===== config.mk =====
export PLATFORM = sky130hd
export DESIGN_NAME = keypad_scan
export DESIGN_NICKNAME = d
export VERILOG_FILES = /design/src/rtl/keypad_scan.sv
export SDC_FILE = /design/constraint.sdc
export NUM_CORES = 1
export LEC_CHECK = 0
export BUFFER_PORTS_ARGS = -buffer_cell sky130_fd_sc_hd__buf_4
export CORE_MARGIN = 5
export CORE_UTILIZATION = 54
export CTS_CLUSTER_SIZE = 40
export DETAILED_ROUTE_END_ITERATION = 7
export MAX_ROUTING_LAYER = met4
export PLACE_DENSITY = 0.75
export SLEW_MARGIN = 0
export SYNTH_ARGS = -nofsm -noshare
export SYNTH_HDL_FRONTEND = slang
export SYNTH_SLANG_ARGS = --single-unit

===== constraint.sdc =====
create_clock -name clk50MHz -period 2.4 [get_ports clk50MHz]
set_input_delay 0.48 -clock clk50MHz [delete_from_list [all_inputs] [get_ports clk50MHz]]
set_output_delay 0.48 -clock clk50MHz [all_outputs]
set_load 0.01 [all_outputs]

===== src/rtl/keypad_scan.sv =====
// keypad_scan: 4x4 matrix keypad scanner with full-scan debounce.
// Drives one active-low column per dwell period, samples the synchronized
// rows at the end of each dwell, and debounces complete 4-column scan results
// into a one-cycle key_valid pulse, a held key_down level and a sticky key_code.
module keypad_scan #(
  parameter int SCAN_TICKS = 50000,  // clk50MHz cycles per column dwell, >= 4
  parameter int DEB_COUNT  = 8       // identical scans to accept press/release, 1..255
) (
  input  logic       clk50MHz,
  input  logic       rst,
  input  logic [3:0] row,
  output logic [3:0] col,
  output logic [3:0] key_code,
  output logic       key_valid,
  output logic       key_down
);

  localparam int              DIV_W    = (SCAN_TICKS > 1) ? $clog2(SCAN_TICKS) : 1;
  localparam logic [DIV_W-1:0] DIV_LAST = DIV_W'(SCAN_TICKS - 1);
  localparam logic [7:0]      DEB_LAST = 8'(DEB_COUNT);

  localparam logic [1:0] ST_IDLE         = 2'd0;
  localparam logic [1:0] ST_PRESS_WAIT   = 2'd1;
  localparam logic [1:0] ST_HELD         = 2'd2;
  localparam logic [1:0] ST_RELEASE_WAIT = 2'd3;

  logic [3:0]       r_row_meta;
  logic [3:0]       r_row_sync;
  logic [DIV_W-1:0] r_div;
  logic [1:0]       r_idx;
  logic             r_scan_hit;
  logic [3:0]       r_scan_code;
  logic [1:0]       r_state;
  logic [7:0]       r_cnt;
  logic [3:0]       r_cand;
  logic [3:0]       r_key_code;
  logic             r_key_valid;
  logic             r_key_down;

  logic             w_tick;
  logic             w_scan_end;
  logic             w_row_hit;
  logic [1:0]       w_row_pos;
  logic             w_scan_pressed;
  logic [3:0]       w_scan_code;
  logic [7:0]       w_cnt_inc;

  assign w_tick         = (r_div == DIV_LAST);
  assign w_scan_end     = w_tick && (r_idx == 2'd3);
  assign w_row_hit      = (r_row_sync != 4'b1111);
  // Earlier columns already scanned take priority over the current column.
  assign w_scan_pressed = r_scan_hit | w_row_hit;
  assign w_scan_code    = r_scan_hit ? r_scan_code : {w_row_pos, 2'd3};
  assign w_cnt_inc      = r_cnt + 8'd1;

  assign col       = ~(4'b0001 << r_idx);
  assign key_code  = r_key_code;
  assign key_valid = r_key_valid;
  assign key_down  = r_key_down;

  // Lowest-numbered active (low) row of the currently driven column.
  always_comb begin
    // NOTE: default assignment first so no path leaves w_row_pos unassigned (no latch).
    w_row_pos = 2'd0;
    for (int r = 3; r >= 0; r--) begin
      if (!r_row_sync[r]) w_row_pos = 2'(r);
    end
  end

  // Two-flop synchronizer for the asynchronous row lines; idle level is all-ones.
  always_ff @(posedge clk50MHz) begin
    // NOTE: non-blocking assignments so both flops sample pre-edge values.
    if (rst) begin
      r_row_meta <= 4'b1111;
      r_row_sync <= 4'b1111;
    end else begin
      r_row_meta <= row;
      r_row_sync <= r_row_meta;
    end
  end

  // Dwell divider and column index; the index advances on each tick.
  always_ff @(posedge clk50MHz) begin
    if (rst) begin
      r_div <= '0;
      r_idx <= 2'd0;
    end else if (w_tick) begin
      r_div <= '0;
      r_idx <= r_idx + 2'd1;
    end else begin
      r_div <= r_div + DIV_W'(1);
    end
  end

  // Accumulate the first hit of a scan over columns 0..2; cleared at scan end.
  always_ff @(posedge clk50MHz) begin
    if (rst) begin
      r_scan_hit  <= 1'b0;
      r_scan_code <= 4'd0;
    end else if (w_tick) begin
      if (r_idx == 2'd3) begin
        r_scan_hit  <= 1'b0;
        r_scan_code <= 4'd0;
      end else if (!r_scan_hit && w_row_hit) begin
        r_scan_hit  <= 1'b1;
        r_scan_code <= {w_row_pos, r_idx};
      end
    end
  end

  // Debounce FSM, evaluated only on complete scan results.
  always_ff @(posedge clk50MHz) begin
    if (rst) begin
      r_state     <= ST_IDLE;
      r_cnt       <= 8'd0;
      r_cand      <= 4'd0;
      r_key_code  <= 4'd0;
      r_key_valid <= 1'b0;
      r_key_down  <= 1'b0;
    end else begin
      r_key_valid <= 1'b0;
      if (w_scan_end) begin
        case (r_state)
          ST_IDLE: begin
            if (w_scan_pressed) begin
              r_cand <= w_scan_code;
              if (DEB_COUNT == 1) begin
                r_state     <= ST_HELD;
                r_cnt       <= 8'd0;
                r_key_code  <= w_scan_code;
                r_key_down  <= 1'b1;
                r_key_valid <= 1'b1;
              end else begin
                r_state <= ST_PRESS_WAIT;
                r_cnt   <= 8'd1;
              end
            end
          end
          ST_PRESS_WAIT: begin
            if (w_scan_pressed && (w_scan_code == r_cand)) begin
              if (w_cnt_inc == DEB_LAST) begin
                r_state     <= ST_HELD;
                r_cnt       <= 8'd0;
                r_key_code  <= r_cand;
                r_key_down  <= 1'b1;
                r_key_valid <= 1'b1;
              end else begin
                r_cnt <= w_cnt_inc;
              end
            end else begin
              r_state <= ST_IDLE;
              r_cnt   <= 8'd0;
            end
          end
          ST_HELD: begin
            if (!(w_scan_pressed && (w_scan_code == r_key_code))) begin
              // The first non-matching scan already counts toward release.
              if (DEB_COUNT == 1) begin
                r_state    <= ST_IDLE;
                r_cnt      <= 8'd0;
                r_key_down <= 1'b0;
              end else begin
                r_state <= ST_RELEASE_WAIT;
                r_cnt   <= 8'd1;
              end
            end
          end
          ST_RELEASE_WAIT: begin
            if (!w_scan_pressed) begin
              if (w_cnt_inc == DEB_LAST) begin
                r_state    <= ST_IDLE;
                r_cnt      <= 8'd0;
                r_key_down <= 1'b0;
              end else begin
                r_cnt <= w_cnt_inc;
              end
            end else if (w_scan_code == r_key_code) begin
              r_state <= ST_HELD;
              r_cnt   <= 8'd0;
            end else begin
              // A different key restarts the release count; no rollover.
              r_cnt <= 8'd0;
            end
          end
          default: begin
            r_state <= ST_IDLE;
            r_cnt   <= 8'd0;
          end
        endcase
      end
    end
  end

endmodule


==> Yosys cells after proc, flatten, opt, wreduce, memory -nomap -nowiden <==
Index checks and enable logic that the tools add are counted.
{ "op_classes": {"n_bitwise": 5, "n_reduce_logical": 16, "n_eq_ne": 18, "n_addsub": 3, "shifts": 1, "n_mux": 29} }
{ "ops": {"columns": ["cell", "n"], "rows": [
  ["8-bit 2-to-1 mux", 5],
  ["8-bit case mux with 4 select lines", 1],
  ["2-bit 2-to-1 mux", 11],
  ["16-bit by 1-bit adder with 16-bit output (second input constant)", 1],
  ["16-bit equality test (second input constant)", 1],
  ["4-bit 2-to-1 mux", 3],
  ["2-bit inequality test (second input constant)", 6],
  ["6-bit AND reduction", 2],
  ["3-bit inequality test (second input constant)", 3],
  ["8-bit by 1-bit adder with 8-bit output (second input constant)", 1],
  ["4-bit equality test", 2],
  ["8-bit by 4-bit equality test with 1-bit output (second input constant)", 1],
  ["2-bit case mux with 4 select lines", 1],
  ["1-bit 2-to-1 mux", 7],
  ["2-bit equality test (second input constant)", 3],
  ["3-bit AND reduction", 2],
  ["1-bit logical AND", 4],
  ["4-bit inequality test (second input constant)", 1],
  ["4-bit inverter", 1],
  ["4-bit AND reduction", 1],
  ["2-bit nonzero test", 2],
  ["4-bit OR reduction", 1],
  ["1-bit by 2-bit << shifter with 4-bit output (first input constant)", 1],
  ["1-bit inverter", 3],
  ["other kinds (8)", 8]
]} }
{ "word_totals": {"output_inout_bits": 10, "reg_bits": 51, "wordCells": 84} }

==> Depth between registers and ports, before layout <==
Gate-level depths: netlist of the first run.
{ "depth": {"word_depth": 9, "mapped_depth": 9, "mapped_depth_nobuf": 8} }

==> Least setup slack after synthesis of the first run <==
No wires, ideal clock.
{ "synth_timing": {"path_type": "reg2reg", "from": "reg r_row_sync[2]", "to": "reg r_cnt[1]", "setup_slack_ns": 0.127, "setup_ns": 0.128, "synth_period_minus_slack_ns": 2.273, "path_buffers": 1, "stages_incl_launch_ff": 9, "arrival_ns": 2.145, "cell_sequence": "dfxtp_1 -> and2_1 -> o31ai_1 -> xor2_1 -> o41a_1 -> o21ai_1 -> clkbuf_1 -> mux2i_1 -> nor2_1"} }
{ "synth_between": {"elab_chain_len": 8, "elab_cells_between_ends": 16, "classes_between": "5 x eq/ne; 7 x mux; 1 x bitwise; 3 x reduce/logical"} }
{ "synth_lines": {"columns": ["element", "line", "source"], "rows": [
  ["start, declared", "28", "logic [3:0] r_row_sync;"],
  ["start signal, assigned", "78", "r_row_sync <= r_row_meta;"],
  ["2-bit 2-to-1 mux (3 in series)", "66", "if (!r_row_sync[r]) w_row_pos = 2'(r);"],
  ["4-bit 2-to-1 mux", "53", "assign w_scan_code = r_scan_hit ? r_scan_code : {w_row_pos, 2'd3};"],
  ["4-bit equality test (on tied branches)", "140, 156", null],
  ["1-bit logical AND (on tied branches)", "140, 156", null],
  ["8-bit 2-to-1 mux / 2-bit inequality test (equally long branches)", null, null],
  ["8-bit case mux with 4 select lines / 3-bit AND reduction (equally long branches)", null, null],
  ["end signal, assigned", "148", "r_cnt <= w_cnt_inc;"],
  ["end signal, assigned", "175", "r_cnt <= w_cnt_inc;"],
  ["end, declared", "34", "logic [7:0] r_cnt;"]
]} }
Parallel ways exist; a longest one is shown, timed or not.
A chain may end at the register's enable or synchronous reset.

==> Worst setup path in the final report of the first run <==
{ "layout_timing": {"from": "reg r_scan_hit", "to": "reg r_cnt[3]"} }
{ "layout_between": {"elab_chain_len": 5, "elab_cells_between_ends": 12, "classes_between": "4 x eq/ne; 4 x mux; 1 x bitwise; 3 x reduce/logical"} }
{ "layout_lines": {"columns": ["element", "line", "source"], "rows": [
  ["start, declared", "31", "logic r_scan_hit;"],
  ["start signal, assigned", "98", "r_scan_hit <= 1'b0;"],
  ["start signal, assigned", "102", "r_scan_hit <= 1'b0;"],
  ["start signal, assigned", "105", "r_scan_hit <= 1'b1;"],
  ["4-bit 2-to-1 mux", "53", null],
  ["4-bit equality test (on tied branches)", "140, 156", null],
  ["1-bit logical AND (on tied branches)", "140, 156", null],
  ["8-bit 2-to-1 mux / 2-bit inequality test (equally long branches)", null, null],
  ["8-bit case mux with 4 select lines / 3-bit AND reduction (equally long branches)", null, null]
]} }
Parallel ways exist; a longest one is shown, timed or not.

==> results of run 1 <==
[cell families (layout without fill, tap and decap cells)]
group                      Yosys count  in the layout  share of synthesized area (%)
AOI/OAI and AO/OA                   48             48                           12.2
xor gates and xnor gates            19             19                           6.56
adders and majority gates            9              9                           4.44
buffers and inverters               21             47                           3.45
DFF                                 51             51                           40.3
muxes                               10             10                           3.95
and+or+nand+nor                    139            139                           29.2
[worst max-delay path, stage by stage (launching register included)]
cell and delay, ns:
dfxtp_2 0.39, nor3b_2 0.22, o22ai_1 0.13, a2111oi_4 0.41, a31oi_2 0.19, or2_0 0.28, or4_1 0.47, a21oi_1 0.15
[per-layer routing]
layer	wire length (um)	share of wire (%)	up-vias
met2	2470	49	30
met3	169	3.4	8
met5	0	0	-
met1	2320	46	983
met4	65	1.3	0
li1	-	-	1081
[power by group through the flow]
stage | clock network, mW | registers [mW] | logic (mW)
2_1_floorplan | 0 | 0.880 | 0.0432
5_1_grt | 0.644 | 0.864 | 0.0717
3_5_place_dp | 0 | 0.882 | 0.0608
6_report | 0.591 | 0.862 | 0.0651
3_3_place_gp | 0 | 0.881 | 0.0590
4_1_cts | 0.607 | 0.862 | 0.0620
[cell usage after synthesis (3+ instances only)]
library cell,n
a21oi_1,17
a31oi_1,3
and2_1,3
and3_1,6
clkbuf_1,9
dfxtp_1,51
ha_1,9
inv_1,10
mux2i_1,10
nand2_1,28
nand3_1,8
nand4_1,5
nor2_1,36
nor2b_1,6
nor3_1,11
nor4b_1,4
o21ai_0,14
o31ai_1,3
or2_2,10
or3_1,5
or4_1,3
xnor2_1,10
xor2_1,9
[metrics by stage]
step	hold WS, ns	util (%)	power (mW)
after global placement	0.391	59.7	0.940
after CTS	0.349	62.2	1.53
final	0.355	63.3	1.52
after detailed placement	0.399	59.7	0.942
after global routing	0.334	63.3	1.58
after floorplan	0.389	-	0.923
[registers in the layout, indices dropped and copies added, names as in the netlist, 2 cells and up]
signal and count:
r_div 16, r_cnt 8, key_code 4, r_cand 4, r_row_meta 4, r_row_sync 4
r_scan_code 4, r_idx 2, r_state 2
[final timing paths]
kind | start | endpoint | cells after the start
worst max-delay path | r_scan_hit$_SDFFE_PP0P_ | r_cnt[3]$_SDFFE_PP0P_ | 7
worst min-delay path | row[3] | r_row_meta[3]$_SDFF_PP1_ | 2
worst max register to register | r_scan_hit$_SDFFE_PP0P_ | r_cnt[3]$_SDFFE_PP0P_ | 7
worst min register to register | r_row_meta[2]$_SDFF_PP1_ | r_row_sync[2]$_SDFF_PP1_ | 1
[cell type report]
type                       instances  area share [%]
clock buffer                       5            2.35
sequential                        51            35.0
inverter                          10            1.28
clock inverter                     3            1.50
tap                               54            2.31
timing repair buffer              29            7.43
multi-input combinational        225            50.1
[timing repair]
item                                    CTS  global route
pin swaps                                 0             1
endpoints found under the setup margin    3            12
buffers inserted                          0             1
gates resized for setup                   1            10
==> run metrics, run 1 <==
Post-DP HPWL=3.64 mm; Num CTS Buffers=5; Peak Freq=434 MHz; Clk Latency, worst-skew pair=0.30 ns; Post-synth EDFFs=0; Vias/cell=5.58; register area=1030 um2; vias=2102; synthesized area per cell=8.54 um2; CTS Root Cell=clkbuf_8; LEAKAGE=1.13 nW; DP Worst Slack=-0.0166 ns; initial antenna violation count=0; first-pass GRT wire length=8.85 mm; CP arrival=2.54 ns; Die Y-Extent=78.5 um; Final Skew=0.00355 ns; CTS clk-pin slew, worst paths=0.09 ns; Reg power frac=56.8%; CP endpoint kind=register; CTS H-Tree Depth=2; Num Clock Sinks=51; Synth area leaders=dfxtp_1 (40%), nor2_1 (5.3%), ha_1 (4.4%), nand2_1 (4.1%), mux2i_1 (3.9%); commonest non-fill, non-tap cell in the layout=dfxtp_1; largest net degree at the start of global routing=38; Ant. Diodes=0; # DRC=0; met1 usage=21.1%; Hold Buf Count CTS=0; Tightest Hold Check Type=in2reg; Rel. slew slack=62.7%; Worst Path Max Fanout=6; post-synth top area cell=dfxtp_1; DRT iter0 DRCs=112; busiest grt layer=met2; final setup fails=0; Rows=25; Total Routing Usage GR=18.1%; Syn Std Cell Area=2540 um2; Final #Nets=337; WP data required=2.64 ns; maximum VDD drop=0.391 mV; Sw Ratio=21.3%; Synth async-reset ratio=0%; Boundary Pins=16; Filler Cells Inserted=407; Pwr Density=518 nW/um2; Switching Power=0.323 mW; total negative setup slack=0 ns; final slew viol count=0; min cycle time layout=2.30 ns; Layout area overhead=15.5%; Starting Density=54.8%; width of the die=78.5 um; vias in the first global route=2068; outcome=complete, no violations; Synthesis Warnings=0; sequential fraction of the synthesis area=40.3%; Routed Antenna Nets=0; Worst Max-Slew Pin Slew=0.560 ns; synthesis-stage register bit count=51; PnR worst setup slack=0.0950 ns; fraction of layout cells with a size suffix above 1=19.2%; CTS tree=built; clock share of power=38.9%; GR met2 Demand/Resource=30.9%; die area=6170 um2; Synth cell types=47; critical setup path kind=reg2reg; Reg2Reg Setup Slack=0.1 ns; RD Place Congestion=0.797; drt wl/cell=13.4 um; port bufs=15; combinational group share of total power=4.3%; multi-input gate area in the final layout=1470 um2; Core Area=4630 um2; max_cap viols=0; met3 GRT Util=3.78%; ys flop type=dfxtp_1; RSZ-0062 raised after global routing=yes; drt pass-1 iters=4; Syn Inst Count=297; post-route insts no fill=377; GR Overflow Total=0; finished layout cell area=2930 um2; Synth top area share=40.3%; dpl cells=368; final hold vios=0; Syn Nets=312; CTS Buffer Depth=2; Placed Area=2760 um2; final WL=5.03 mm; Critical Path Start Type=register; Pint=1.19 mW; commonest non-fill, non-tap cells in the layout=dfxtp_1 (47), nor2_1 (35), buf_4 (29); Tcrit/Tclk final=96.0%
No activity file was read; power rests on OpenSTA's default activity.
==> run 2: changes to the inputs <==
- PLACE_DENSITY: 0.75 -> 0.8
==> run 2 against run 1 <==
Against the previous run:
- routed wire length increased by 2.4%
- cell area increased by 0.43%
- combinational power increased by 1%
- clock skew increased by 0.00078 ns
- worst setup slack improved by 0.011 ns
- register-to-register slack about the same
- critical path depth unchanged
- sequential cell count unchanged
- power increased by 0.89%
- sequential share of layout area decreased by 0.064 points
- count of clock-buffer cells in the layout increased by 1
==> run metrics, run 2 (synthesis results as in run 1) <==
drt wl/cell=13.6 um (was 13.4 um); GR Overflow Total=0 (unchanged); register area=1030 um2 (about the same); Util after Layout=63.5% (was 63.3%); Worst Max-Slew Pin Slew=0.547 ns (was 0.560 ns); Ant. Diodes=0 (unchanged); final setup fails=0 (unchanged); Peak Freq=436 MHz (was 434 MHz); post-CTS setup buffers=0 (unchanged); finished layout cell area=2940 um2 (was 2930 um2); first-pass GRT wire length=8.87 mm (was 8.85 mm); Starting Density=54.8% (unchanged); worst-path cell with the longest stage delay=or4_1 (unchanged); Regs by FF count=r_div (16), r_cnt (8) (unchanged); CTS Root Cell=clkbuf_8 (unchanged); final hold vios=0 (unchanged); width of the die=78.5 um (unchanged); Largest register FFs=16 (unchanged); CTS H-Tree Depth=2 (unchanged); Rel. slew slack=63.5% (was 62.7%); # DRC=0 (unchanged); Num CTS Buffers=5 (unchanged); WP data required=2.64 ns (about the same); LEAKAGE=1.15 nW (was 1.13 nW); commonest non-fill, non-tap cell in the layout=dfxtp_1 (unchanged); Routed Antenna Nets=0 (unchanged); Placed Area=2780 um2 (was 2760 um2); Die Y-Extent=78.5 um (unchanged); Vias/cell=5.56 (was 5.58); Pwr Density=521 nW/um2 (was 518 nW/um2); Total Routing Usage GR=18.2% (was 18.1%); outcome=complete, no violations (unchanged); commonest non-fill, non-tap cells in the layout=dfxtp_1 (47), nor2_1 (36), buf_4 (30) (was dfxtp_1 (47), nor2_1 (35), buf_4 (29)); slowest stage delay, CP=0.50 ns (was 0.47 ns); Filler Cells Inserted=370 (was 407); max_cap viols=0 (unchanged); Layout area overhead=16.0% (was 15.5%); Tcrit/Tclk final=95.6% (was 96.0%); CP arrival=2.53 ns (was 2.54 ns); maximum VDD drop=0.414 mV (was 0.391 mV); Boundary Pins=16 (unchanged); Core Area=4630 um2 (unchanged); RD Place Congestion=0.839 (was 0.797); Tightest Hold Check Type=in2reg (unchanged); multi-input gate area in the final layout=1470 um2 (about the same); CTS clk-pin slew, worst paths=0.09 ns (about the same); final WL=5.15 mm (was 5.03 mm); Rows=25 (unchanged); min cycle time layout=2.29 ns (was 2.30 ns); final slew viol count=0 (unchanged); initial antenna violation count=0 (unchanged); CP endpoint kind=register (unchanged); port bufs=15 (unchanged); CTS Buffer Depth=2 (unchanged); RSZ-0062 raised after global routing=yes (unchanged); Worst Path Max Fanout=9 (was 6); Num Clock Sinks=51 (unchanged); Post-DP HPWL=3.53 mm (was 3.64 mm); drt pass-1 iters=4 (unchanged); Hold Buf Count CTS=0 (unchanged); DRT iter0 DRCs=144 (was 112); vias=2101 (was 2102); vias in the first global route=1949 (was 2068); Final Skew=0.00432 ns (was 0.00355 ns); die area=6170 um2 (unchanged); Clk Latency, worst-skew pair=0.30 ns (about the same); cell breakdown of the critical path=nor3b_2, o22ai_1, a2111oi_4, a31oi_2, or2_0, or4_1, a21oi_1 (unchanged); Critical Path Start Type=register (unchanged); Largest Register=r_div (unchanged); fraction of layout cells with a size suffix above 1=19.4% (was 19.2%); critical setup path kind=reg2reg (unchanged); CTS tree=built (unchanged); largest net degree at the start of global routing=38 (unchanged); Final #Nets=338 (was 337)
[run 2: critical path, delay by kind of cell, from the launching register on]
kind             cells  cell delay, ns
AO/OA/AOI/OAI        4            0.87
AND/OR/NAND/NOR      3            0.95
flip-flops           1            0.40
[run 2: path summary, 6_finish.rpt]
path / to / cells after the start / startpoint / slack [ns]
max: r_cnt[3]$_SDFFE_PP0P_ / 7 / r_scan_hit$_SDFFE_PP0P_ / 0.11
min: r_row_meta[1]$_SDFF_PP1_ / 2 / row[1] / 0.36
max reg2reg: r_cnt[3]$_SDFFE_PP0P_ / 7 / r_scan_hit$_SDFFE_PP0P_ / 0.11
min reg2reg: r_row_sync[1]$_SDFF_PP1_ / 1 / r_row_meta[1]$_SDFF_PP1_ / 0.41
[run 2: through the flow]
step	hold WS [ns]	worst slack [ns]	std cells	power [mW]	TNS (ns)
after detailed placement	0.393	0.0360	370	0.944	0
after global routing	0.354	-0.0167	378	1.60	-0.0266
final	0.360	0.106	378	1.53	0
after global placement	0.391	0.110	370	0.942	0
after floorplan	0.389	0.127	297	0.923	0
after CTS	0.351	0.0475	378	1.54	0
[run 2: cell type report]
class,instances,area share (%)
sequential,51,35.0
clock buffer,6,2.81
timing repair buffer,30,7.66
clock inverter,2,1.19
inverter,10,1.28
tap,54,2.30
multi-input combinational,225,49.8
[run 2: timing repair]
action | CTS | global route
setup endpoints to repair | 2 | 10
gates resized for setup | 2 | 10
cloned | 0 | 0
pin swaps | 0 | 1
[run 2: power breakdown]
part / leakage, nW / internal [mW] / switching [mW]
Sequential: 0.416 / 0.855 / 0.00542
Clock: 0.0612 / 0.337 / 0.269
Combinational: 0.673 / 0.0292 / 0.0366
Total: 1.15 / 1.22 / 0.311
[run 2: per-layer routing]
metal / global-route usage (%) / vias to the layer above / wire (um)
li1: - / 1088 / -
met1: 23.3 / 972 / 2420
met2: 28.9 / 34 / 2530
met3: 3.78 / 7 / 137
met4: 5.94 / 0 / 62
met5: - / - / 0
